`src/rtl/memory_bus_master.sv`:
```
// Single-beat memory bus master: latches a CPU request, runs a four-phase
// RD/WR handshake with timeout, and reports completion with DONE/ERROR.
//
// Ports:
//   MEMORY_BUS_MASTER_CLOCK_50           clock, rising edge
//   MEMORY_BUS_MASTER_RESET_InLow        async active-low reset
//   MEMORY_BUS_MASTER_REQ_In/_WE_In      CPU request, 1 = write
//   MEMORY_BUS_MASTER_ADDRESS_InBUS      CPU byte address
//   MEMORY_BUS_MASTER_WDATA_InBUS        CPU write data
//   MEMORY_BUS_MASTER_BUSY_Out           high outside IDLE
//   MEMORY_BUS_MASTER_DONE_Out           one-cycle completion pulse
//   MEMORY_BUS_MASTER_ERROR_Out          status, valid with DONE
//   MEMORY_BUS_MASTER_RDATA_OutBUS       last read data
//   MEMORY_BUS_MASTER_MEM_*              memory-side address/data/strobes/ack
module memory_bus_master #(
  parameter int DATAWIDTH_BUS  = 32,
  parameter int TIMEOUT_CYCLES = 16
) (
  input  logic                     MEMORY_BUS_MASTER_CLOCK_50,
  input  logic                     MEMORY_BUS_MASTER_RESET_InLow,
  input  logic                     MEMORY_BUS_MASTER_REQ_In,
  input  logic                     MEMORY_BUS_MASTER_WE_In,
  input  logic [DATAWIDTH_BUS-1:0] MEMORY_BUS_MASTER_ADDRESS_InBUS,
  input  logic [DATAWIDTH_BUS-1:0] MEMORY_BUS_MASTER_WDATA_InBUS,
  output logic                     MEMORY_BUS_MASTER_BUSY_Out,
  output logic                     MEMORY_BUS_MASTER_DONE_Out,
  output logic                     MEMORY_BUS_MASTER_ERROR_Out,
  output logic [DATAWIDTH_BUS-1:0] MEMORY_BUS_MASTER_RDATA_OutBUS,
  output logic [DATAWIDTH_BUS-1:0] MEMORY_BUS_MASTER_MEM_ADDRESS_OutBUS,
  output logic [DATAWIDTH_BUS-1:0] MEMORY_BUS_MASTER_MEM_data_OutBUS,
  output logic                     MEMORY_BUS_MASTER_MEM_RD_Out,
  output logic                     MEMORY_BUS_MASTER_MEM_WR_Out,
  input  logic [DATAWIDTH_BUS-1:0] MEMORY_BUS_MASTER_MEM_data_InBUS,
  input  logic                     MEMORY_BUS_MASTER_MEM_ACK_In
);

  typedef enum logic [1:0] {
    IDLE,
    ACCESS,
    RELEASE,
    DONE
  } state_t;

  localparam logic [7:0] LAST = 8'(TIMEOUT_CYCLES - 1);

  state_t     state;
  logic [7:0] cnt;
  logic       we_q;

  logic clk;
  logic rst_n;
  logic req;
  logic ack;

  assign clk   = MEMORY_BUS_MASTER_CLOCK_50;
  assign rst_n = MEMORY_BUS_MASTER_RESET_InLow;
  assign req   = MEMORY_BUS_MASTER_REQ_In;
  assign ack   = MEMORY_BUS_MASTER_MEM_ACK_In;

  always_ff @(posedge clk or negedge rst_n) begin
    if (!rst_n) begin
      state                                <= IDLE;
      cnt                                  <= '0;
      we_q                                 <= 1'b0;
      MEMORY_BUS_MASTER_BUSY_Out           <= 1'b0;
      MEMORY_BUS_MASTER_DONE_Out           <= 1'b0;
      MEMORY_BUS_MASTER_ERROR_Out          <= 1'b0;
      MEMORY_BUS_MASTER_RDATA_OutBUS       <= '0;
      MEMORY_BUS_MASTER_MEM_ADDRESS_OutBUS <= '0;
      MEMORY_BUS_MASTER_MEM_data_OutBUS    <= '0;
      MEMORY_BUS_MASTER_MEM_RD_Out         <= 1'b0;
      MEMORY_BUS_MASTER_MEM_WR_Out         <= 1'b0;
    end else begin
      unique case (state)
        IDLE: begin
          if (req) begin
            we_q                                 <= MEMORY_BUS_MASTER_WE_In;
            MEMORY_BUS_MASTER_MEM_ADDRESS_OutBUS <= MEMORY_BUS_MASTER_ADDRESS_InBUS;
            MEMORY_BUS_MASTER_MEM_data_OutBUS    <= MEMORY_BUS_MASTER_WDATA_InBUS;
            MEMORY_BUS_MASTER_BUSY_Out           <= 1'b1;
            if (MEMORY_BUS_MASTER_ADDRESS_InBUS[1:0] == 2'b00) begin
              state                        <= ACCESS;
              cnt                          <= '0;
              MEMORY_BUS_MASTER_MEM_RD_Out <= ~MEMORY_BUS_MASTER_WE_In;
              MEMORY_BUS_MASTER_MEM_WR_Out <= MEMORY_BUS_MASTER_WE_In;
            end else begin
              // misaligned: report straight away, never touch the bus
              state                       <= DONE;
              MEMORY_BUS_MASTER_ERROR_Out <= 1'b1;
              MEMORY_BUS_MASTER_DONE_Out  <= 1'b1;
            end
          end
        end
        ACCESS: begin
          if (!ack) begin
            cnt <= cnt + 8'd1;
          end
          // ack is tested first so it wins over a coincident timeout
          if (ack) begin
            state                        <= RELEASE;
            MEMORY_BUS_MASTER_MEM_RD_Out <= 1'b0;
            MEMORY_BUS_MASTER_MEM_WR_Out <= 1'b0;
            MEMORY_BUS_MASTER_ERROR_Out  <= 1'b0;
            if (!we_q) begin
              MEMORY_BUS_MASTER_RDATA_OutBUS <= MEMORY_BUS_MASTER_MEM_data_InBUS;
            end
          end else if (cnt == LAST) begin
            state                        <= RELEASE;
            MEMORY_BUS_MASTER_MEM_RD_Out <= 1'b0;
            MEMORY_BUS_MASTER_MEM_WR_Out <= 1'b0;
            MEMORY_BUS_MASTER_ERROR_Out  <= 1'b1;
            if (!we_q) begin
              MEMORY_BUS_MASTER_RDATA_OutBUS <= '0;
            end
          end
        end
        RELEASE: begin
          // wait for the slave to drop ack before finishing
          if (!ack) begin
            state                      <= DONE;
            MEMORY_BUS_MASTER_DONE_Out <= 1'b1;
          end
        end
        DONE: begin
          state                      <= IDLE;
          MEMORY_BUS_MASTER_DONE_Out <= 1'b0;
          MEMORY_BUS_MASTER_BUSY_Out <= 1'b0;
        end
        default: begin
          state <= IDLE;
        end
      endcase
    end
  end

endmodule

```
`config.mk`:
```
export PLATFORM = sky130hd
export DESIGN_NAME = memory_bus_master
export DESIGN_NICKNAME = d
export VERILOG_FILES = /design/src/rtl/memory_bus_master.sv
export SDC_FILE = /design/constraint.sdc
export NUM_CORES = 1
export LEC_CHECK = 0
export CELL_PAD_IN_SITES_DETAIL_PLACEMENT = 0
export CELL_PAD_IN_SITES_GLOBAL_PLACEMENT = 1
export CORE_AREA = 2 2 125 127
export CTS_BUF_LIST = sky130_fd_sc_hd__clkbuf_16
export CTS_CLUSTER_SIZE = 30
export DETAILED_ROUTE_END_ITERATION = 10
export DIE_AREA = 0 0 127 129
export PLACE_DENSITY = 0.84
export REMOVE_ABC_BUFFERS = 1
export SLEW_MARGIN = 10
export SYNTH_ARGS = -nofsm -noshare
export SYNTH_HDL_FRONTEND = slang
export SYNTH_SLANG_ARGS = --single-unit
```
`constraint.sdc`:
```
create_clock -name MEMORY_BUS_MASTER_CLOCK_50 -period 2.6 [get_ports MEMORY_BUS_MASTER_CLOCK_50]
set_input_delay 0.52 -clock MEMORY_BUS_MASTER_CLOCK_50 [delete_from_list [all_inputs] [get_ports MEMORY_BUS_MASTER_CLOCK_50]]
set_output_delay 0.52 -clock MEMORY_BUS_MASTER_CLOCK_50 [all_outputs]
set_load 0.02 [all_outputs]
```
== Yosys cells after proc, flatten, opt, wreduce, memory -nomap -nowiden ==
Index checks and enable logic that the tools add are counted.

* Flip-flop bits (word level): 112
* Output and inout bits: 101
* Word-level logic and storage cells: 69

* Add/subtract/negate cells: 1
* Eq/ne operators: 10
* Muxes and demuxes: 31
* Bitwise logic cells: 2
* Reduce and logical (&&, ||, !) cells: 14

{| class="wikitable"
|+ Operators with widths
! operator !! number
|-
| 32-bit 2-to-1 mux || 4
|-
| 8-bit 2-to-1 mux || 3
|-
| 8-bit one-hot mux with 2 select lines || 1
|-
| 4-bit AND reduction || 4
|-
| 1-bit 2-to-1 mux || 12
|-
| 2-bit 2-to-1 mux || 5
|-
| 2-bit != test (second input constant) || 5
|-
| 8-bit by 1-bit adder with 8-bit output (second input constant) || 1
|-
| 8-bit by 4-bit == test with 1-bit output (second input constant) || 1
|-
| 1-bit one-hot mux with 2 select lines || 4
|-
| 2-bit one-hot mux with 4 select lines || 1
|-
| 3-bit AND reduction || 2
|-
| 2-bit nonzero test || 3
|-
| 2-bit == test (second input constant) || 2
|-
| 2-bit logical NOT || 2
|-
| 2-bit AND reduction || 2
|-
| 3-bit != test (second input constant) || 1
|-
| 1-bit one-hot mux with 3 select lines || 1
|-
| 3-bit nonzero test || 1
|-
| 2-bit by 1-bit == test with 1-bit output (second input constant) || 1
|-
| 1-bit inverter || 2
|}

== Longest topological paths before layout ==
Gate-level depths: netlist of run 1.

* Depth after elaboration: 4
* Depth in mapped cells: 8
* Mapped depth without buffers: 6

== Worst setup path after synthesis of run 1 ==
No wires, ideal clock.

* Path type: register to register
* Start point: register state[0]
* End point: register MEMORY_BUS_MASTER_MEM_data_OutBUS[17]
* Library setup time: 0.125 ns
* Arrival time: 1.864 ns
* Data required time: 2.475 ns
* Slack: 0.611 ns
* Stages on the path, launching flop included: 7
* Path buffers: 2
* Cell sequence: dfrtp_1 -> inv_1 -> ha_1 -> nand2_1 -> buf_1 -> buf_1 -> mux2_2

* Longest elaborated chain between the ends: 2

{| class="wikitable"
|+ RTL lines
! item !! line !! RTL
|-
| start, declared || 46 || <nowiki>state_t state;</nowiki>
|-
| start signal, assigned || 62 || <nowiki>state <= IDLE;</nowiki>
|-
| start signal, assigned || 82 || <nowiki>state <= ACCESS;</nowiki>
|-
| start signal, assigned || 88 || <nowiki>state <= DONE;</nowiki>
|-
| 2-bit logical NOT || 74 || <nowiki>unique case (state)</nowiki>
|-
| 2-bit AND reduction (no source line) || - ||
|-
| end signal, assigned || 79 || <nowiki>MEMORY_BUS_MASTER_MEM_data_OutBUS <= MEMORY_BUS_MASTER_WDATA_InBUS;</nowiki>
|-
| end, declared || 30 || <nowiki>output logic [DATAWIDTH_BUS-1:0] MEMORY_BUS_MASTER_MEM_data_OutBUS,</nowiki>
|}

No other way between the ends.
A chain may end at the register's enable or synchronous reset.

== Worst setup path in the final report of run 1 ==
* Start point: input MEMORY_BUS_MASTER_ADDRESS_InBUS[1]
* End point: register cnt[6]

* Longest elaborated chain between the ends: 3

{| class="wikitable"
|+ RTL lines
! item !! line !! RTL
|-
| start, declared || 23 || <nowiki>input logic [DATAWIDTH_BUS-1:0] MEMORY_BUS_MASTER_ADDRESS_InBUS,</nowiki>
|-
| 2-bit logical NOT || 81 || <nowiki>if (MEMORY_BUS_MASTER_ADDRESS_InBUS[1:0] == 2'b00) begin</nowiki>
|-
| 2-bit != test (no source line) || - ||
|-
| 4-bit AND reduction (no source line) || - ||
|-
| end signal, assigned || 96 || <nowiki>cnt <= cnt + 8'd1;</nowiki>
|-
| end, declared || 47 || <nowiki>logic [7:0] cnt;</nowiki>
|}

No other way between the ends.

==> impl_metrics.toml, run 1 <==
[run_status]
outcome = "completed"

[sta]
layout_setup_ws_ns = 0.424
relSlewSlack_pct = 56.8
tns_ns = 0
grt_setup_unrepaired = "no"
final_hold_viol_count = 0
max_freq_ghz = 0.460
finalCriticalPeriod_ns = 2.18
period_share_pct = 83.7
slew_viol_final = 0
tightestPinTransition_ns = 0.648
skew_ns = 0.00983
setup_viol = 0

[placed_design]
dp_hpwl_mm = 8.70
gp_congestion = 0.750
place_ws_ns = 0.0883
post-place-cells = 754
port_buffers = 201

[drt]
drc_errors = 0
wl_per_cell_um = 15.2
vias_per_cell = 4.52
ant_nets = 0
dr.pass1.iters = 4
dr.first_iter.drc_count = 110
vias = 3478
routed_wl_mm = 11.7

[yosys]
muxShareOfSynthArea_pct = 23.0
synthAdderAreaFrac_pct = 1.60
avgSynthCellArea_um2 = 12.6
synth-compound-area-share_pct = 4.36
async_flop_share_pct = 100
ys_types = 34
synth_top_family_by_area = "multiplexers"
syn_inst = 373
synth_enable_flop_cells = 0
synth-seq-cells = 112
yosys_warnings = 0
ys_seq_area_share_pct = 59.6
yosys.area_share.simple_pct = 6.70
synth_ff_type = "dfrtp_1"
synth_xor_area_share_pct = 0
syn_area_mm2 = 0.00470

[clocking]
clkTransAtPathRegs_ns = 0.07
cts_made_buffers = 9
cts.sinks = 112
cts_buffer_depth = 2
cts-root-buf = "clkbuf_16"
htree_levels = 3
cts_resized = 0
postCtsHoldBufs = 0
cts_tree = "done"
post_cts_buffers = 0
clock_latency_ns = 0.34

[critical_path]
worst-endpoint-required_ns = 2.87
crit_chain = "clkdlybuf4s50_1 -> or3b_4 -> a211o_1 -> or4_1 -> a21oi_1"
start_kind = "input port"
worstReg2RegEnd = "cnt[6]"
crit_fanout = 11
r2r-start = "state[1]"
cp-startpoint = "MEMORY_BUS_MASTER_ADDRESS_InBUS[1]"
rrSetupSlack_ns = 0.48
worstRegToRegCells = 6
arrival_ns = 2.45
crit_family = "simple AND/OR/NAND/NOR gates"
path_class = "input port to register"
cp-end-kind = "register"
critPathMaxStageDelay_ns = 0.46
critPathBufInv = 1
slowest_stage = "clkdlybuf4s50_1"

[die]
coreArea_mm2 = 0.0150
die_y_um = 129
io_pins = 202
dieArea_mm2 = 0.0164
core.rowCount = 45
die_w_um = 127
initial_utilization_pct = 31.4

[power]
p_int_uw = 5560
p_per_area_mw_per_mm2 = 1220
pwr-share-seq_pct = 35.1
switchingPower_uw = 3260
power_leakage_uw = 0.00311
combPwrFrac_pct = 50.6
sw_frac_of_total_pct = 37.0
p_clk_share_pct = 14.3
power_uw = 8820
peakVddDrop_mv = 0.572

[final_layout]
antenna_cells = 0
syn_to_final_growth_pct = 54.3
fin_cells = 770
fillers = 1353
mostFrequentLayoutCell = "clkdlybuf4s50_1"
num-nets-final = 684
drive_above_1_share_pct = 15.8
final_cell_mix = "clkdlybuf4s50_1 (200), dfrtp_1 (112), mux2_2 (64)"

[global_route]
grt_max_degree = 52
antenna_found_initial = 0
overflow = 0
grt_use_total_pct = 14.5
grt_first_pass_wirelength_mm = 18.9
grt_pass1_vias = 3816

[min_path]
hold_class = "input port to async pin"

[run]
cap_viol_max_count = 0
## cells in the mapped netlist, drive strengths merged, types with 2 or more instances
| library cell | count | share of area [%] |
|---|---|---|
| a211o | 3 | 0.56 |
| a21o | 2 | 0.32 |
| a21oi | 6 | 0.64 |
| a2bb2oi | 2 | 0.37 |
| buf | 11 | 1.1 |
| clkbuf | 7 | 0.56 |
| dfrtp | 112 | 60 |
| ha | 6 | 1.6 |
| inv | 39 | 3.1 |
| mux2 | 64 | 15 |
| mux2i | 36 | 7.7 |
| nand2 | 42 | 3.4 |
| nand2b | 4 | 0.53 |
| nand3 | 3 | 0.32 |
| nand4 | 3 | 0.40 |
| nor2 | 5 | 0.40 |
| o21ai | 9 | 0.96 |
| o2bb2ai | 2 | 0.37 |
| o31ai | 2 | 0.32 |
| or3 | 3 | 0.40 |
## how the worst max path moves through the flow
stage | end | slack, ns | depth (start not counted)
detailed placement | cnt[6] | 0.09 | 5
global route | cnt[6] | 0.31 | 6
global placement | cnt[6] | 0.11 | 5
floorplan | MEMORY_BUS_MASTER_RDATA_OutBUS[0] | -2.12 | 4
CTS | cnt[6] | 0.45 | 5
finish | cnt[6] | 0.42 | 5
## sequential cells by signal, summed over array words and instances (netlist names)
register,flops
MEMORY_BUS_MASTER_MEM_ADDRESS_OutBUS,32
MEMORY_BUS_MASTER_MEM_data_OutBUS,32
MEMORY_BUS_MASTER_RDATA_OutBUS,32
cnt,8
state,2
MEMORY_BUS_MASTER_BUSY_Out,1
MEMORY_BUS_MASTER_DONE_Out,1
MEMORY_BUS_MASTER_ERROR_Out,1
MEMORY_BUS_MASTER_MEM_RD_Out,1
MEMORY_BUS_MASTER_MEM_WR_Out,1
we_q,1
## metal layers
layer / vias up / track usage, % / share of wire [%] / wire, um
li1: 1653 / - / - / -
met3: 11 / 6.44 / 10 / 1220
met5: - / 0 / 0 / 0
met4: 0 / 4.85 / 1.4 / 162
met2: 145 / 24.2 / 47 / 5480
met1: 1669 / 16.9 / 41 / 4850
## through the flow
stage          util (%)  area, um^2  hold slack, ns
6_report           48.5        7260           0.196
5_1_grt            48.5        7260           0.239
4_1_cts            48.5        7260           0.219
3_5_place_dp       46.7        6990           0.493
3_3_place_gp       46.7        6990           0.487
2_1_floorplan         -        4630           0.224
## power groups by stage
| stage | Clock [uW] | Combinational [uW] | Sequential, uW |
|---|---|---|---|
| after floorplan | 0 | 1390 | 4020 |
| final | 1270 | 4460 | 3090 |
| after CTS | 1320 | 4530 | 3100 |
| after global placement | 0 | 4430 | 3060 |
| after global routing | 1400 | 4770 | 3200 |
| after detailed placement | 0 | 4510 | 3120 |
## logic make-up after synthesis
group,count (synthesis)
and+or+nand+nor,68
AOI/OAI and AO/OA,30
buffers and inverters,57
DFF,112
adders and majority gates,6
muxes,100
## area by class of cell
class	count	area [um^2]	area share (%)
clock buffers	9	225	3.10
clock inverters	7	41.3	0.569
inverters	39	146	2.02
multi-input cells	204	1680	23.2
flip-flops and latches	112	2800	38.6
well taps	188	235	3.24
repair buffers	211	2120	29.2
No activity file was read; power rests on OpenSTA's default activity.
==> run 2, diff against run 1 <==
==> constraint.sdc (replaced) <==
create_clock -name MEMORY_BUS_MASTER_CLOCK_50 -period 2.1 [get_ports MEMORY_BUS_MASTER_CLOCK_50]
set_input_delay 0.42 -clock MEMORY_BUS_MASTER_CLOCK_50 [delete_from_list [all_inputs] [get_ports MEMORY_BUS_MASTER_CLOCK_50]]
set_output_delay 0.42 -clock MEMORY_BUS_MASTER_CLOCK_50 [all_outputs]
set_load 0.02 [all_outputs]
==> run 2 against run 1 <==
- via count grew 1.2%
- combinational power up 25%
- final cell count grew 1.3%
- largest power group unchanged
==> impl_metrics.toml, run 2 (same netlist as run 1, synthesis figures left out) <==
[run_status]
outcome = "completed"

[critical_path]
path_depth = 5
worst-endpoint-required_ns = 2.37
crit_family = "simple AND/OR/NAND/NOR gates"
worstRegToRegCells = 6
start_kind = "input port"
slowest_stage = "clkdlybuf4s50_1"
arrival_ns = 2.29
crit_chain = "clkdlybuf4s50_1 -> or3b_4 -> a211o_1 -> or4_1 -> a21oi_1"
path_class = "input port to register"
crit_fanout = 10
critPathMaxStageDelay_ns = 0.47
critPathBufInv = 1
cp-end-kind = "register"

[die]
io_pins = 202
dieArea_mm2 = 0.0164
coreArea_mm2 = 0.0150
core.rowCount = 45
die_y_um = 129
initial_utilization_pct = 31.4
die_w_um = 127

[drt]
ant_nets = 0
drc_errors = 0
vias_per_cell = 4.51
vias = 3519
wl_per_cell_um = 15.0
dr.first_iter.drc_count = 140
dr.pass1.iters = 4
routed_wl_mm = 11.7

[power]
power_leakage_uw = 0.00316
power_uw = 11100
combPwrFrac_pct = 50.0
pwr-share-seq_pct = 34.4
p_per_area_mw_per_mm2 = 1510
sw_frac_of_total_pct = 36.5
peakVddDrop_mv = 0.764
p_int_uw = 7060
switchingPower_uw = 4070
p_clk_share_pct = 15.5

[sta]
relSlewSlack_pct = 72.6
max_freq_ghz = 0.497
slew_viol_final = 0
setup_viol = 0
finalCriticalPeriod_ns = 2.01
skew_ns = 0.00808
period_share_pct = 95.8
whs_ns = 0.507
tightestPinTransition_ns = 0.407
grt_setup_unrepaired = "no"
final_hold_viol_count = 0
layout_setup_ws_ns = 0.0877

[clocking]
post_cts_buffers = 0
clkTransAtPathRegs_ns = 0.07
cts_tree = "done"
cts.sinks = 112
cts-root-buf = "clkbuf_16"
clock_latency_ns = 0.35
cts_made_buffers = 9
cts_buffer_depth = 2
htree_levels = 3

[global_route]
overflow = 0
grt_pass1_vias = 3692
grt_max_degree = 59
grt_first_pass_wirelength_mm = 19.0
antenna_found_initial = 0
grt_use_total_pct = 14.7

[final_layout]
fin_cells = 780
multi_input_area_mm2 = 0.00169
antenna_cells = 0
ff_latch_area_mm2 = 0.00280
final_cell_mix = "clkdlybuf4s50_1 (200), dfrtp_1 (112), mux2_2 (64)"
finish.utilization_pct = 49.2
drive_above_1_share_pct = 17.7
syn_to_final_growth_pct = 56.6
mostFrequentLayoutCell = "clkdlybuf4s50_1"
fillers = 1347
largest_registers = "MEMORY_BUS_MASTER_MEM_ADDRESS_OutBUS (32), MEMORY_BUS_MASTER_MEM_data_OutBUS (32), MEMORY_BUS_MASTER_RDATA_OutBUS (32)"
num-nets-final = 694

[placed_design]
gp_congestion = 0.754
place_ws_ns = -0.265
dp_hpwl_mm = 8.61
port_buffers = 201
post-place-cells = 763

[min_path]
hold_class = "register to register"
hold_path_depth = 1

[run]
cap_viol_max_count = 0
run 2: layout make-up:
class | count | share of cell area [%]
clock buffer | 9 | 3.06
clock inverter | 7 | 0.968
inverter | 39 | 1.99
multi-input combinational | 204 | 22.9
sequential | 112 | 38.0
tap | 188 | 3.19
timing repair buffer | 221 | 29.8
run 2: power groups by stage:
| stage | clock (uW) | sequential (uW) | combinational, uW |
|---|---|---|---|
| final | 1730 | 3830 | 5570 |
| after global routing | 1880 | 3960 | 5960 |
| after CTS | 1790 | 3840 | 5640 |
| after detailed placement | 0 | 3870 | 5610 |
| after global placement | 0 | 3800 | 5520 |
| after floorplan | 0 | 4980 | 1720 |
run 2: stage by stage:
| step | setup TNS (ns) | cell area (um^2) |
|---|---|---|
| 3_5_place_dp | -1.19 | 7060 |
| 4_1_cts | 0 | 7360 |
| 6_report | 0 | 7370 |
| 2_1_floorplan | -131.30 | 4630 |
| 3_3_place_gp | -0.912 | 7060 |
| 5_1_grt | 0 | 7370 |
run 2: final timing paths:
path | start | end | slack [ns]
worst max-delay path | MEMORY_BUS_MASTER_REQ_In | cnt[6] | 0.09
worst min-delay path | MEMORY_BUS_MASTER_MEM_data_OutBUS[11] | MEMORY_BUS_MASTER_MEM_data_OutBUS[11] | 0.51
worst max register to register | state[1] | cnt[6] | 0.12
worst min register to register | MEMORY_BUS_MASTER_MEM_data_OutBUS[11] | MEMORY_BUS_MASTER_MEM_data_OutBUS[11] | 0.51
max in group asynchronous | MEMORY_BUS_MASTER_RESET_InLow | MEMORY_BUS_MASTER_MEM_ADDRESS_OutBUS[13] | 0.87
min in group asynchronous | MEMORY_BUS_MASTER_RESET_InLow | MEMORY_BUS_MASTER_RDATA_OutBUS[29] | 0.53
run 2: routing by layer:
| layer | wire, um | GRT usage (%) |
|---|---|---|
| met1 | 4900 | 17.4 |
| met2 | 5380 | 23.8 |
| met3 | 1200 | 6.15 |
| met4 | 223 | 6.01 |
| met5 | 0 | 0 |
run 2: timing repair:
| item | CTS | global route |
|---|---|---|
| resized for setup | 0 | 2 |
| hold buffers | 1 | 0 |
| hold endpoints to repair | 26 | 0 |
| setup endpoints to repair | 0 | 3 |
==> run 3, diff against run 2 <==
--- a/config.mk
+++ b/config.mk
@@ -12,6 +12,7 @@
 export CTS_CLUSTER_SIZE = 30
 export DETAILED_ROUTE_END_ITERATION = 10
 export DIE_AREA = 0 0 127 129
+export GPL_ROUTABILITY_DRIVEN = 0
 export PLACE_DENSITY = 0.84
 export REMOVE_ABC_BUFFERS = 1
 export SLEW_MARGIN = 10
==> results of run 3 <==
No change in the layout: final DEF, timing and power equal those of run 2.
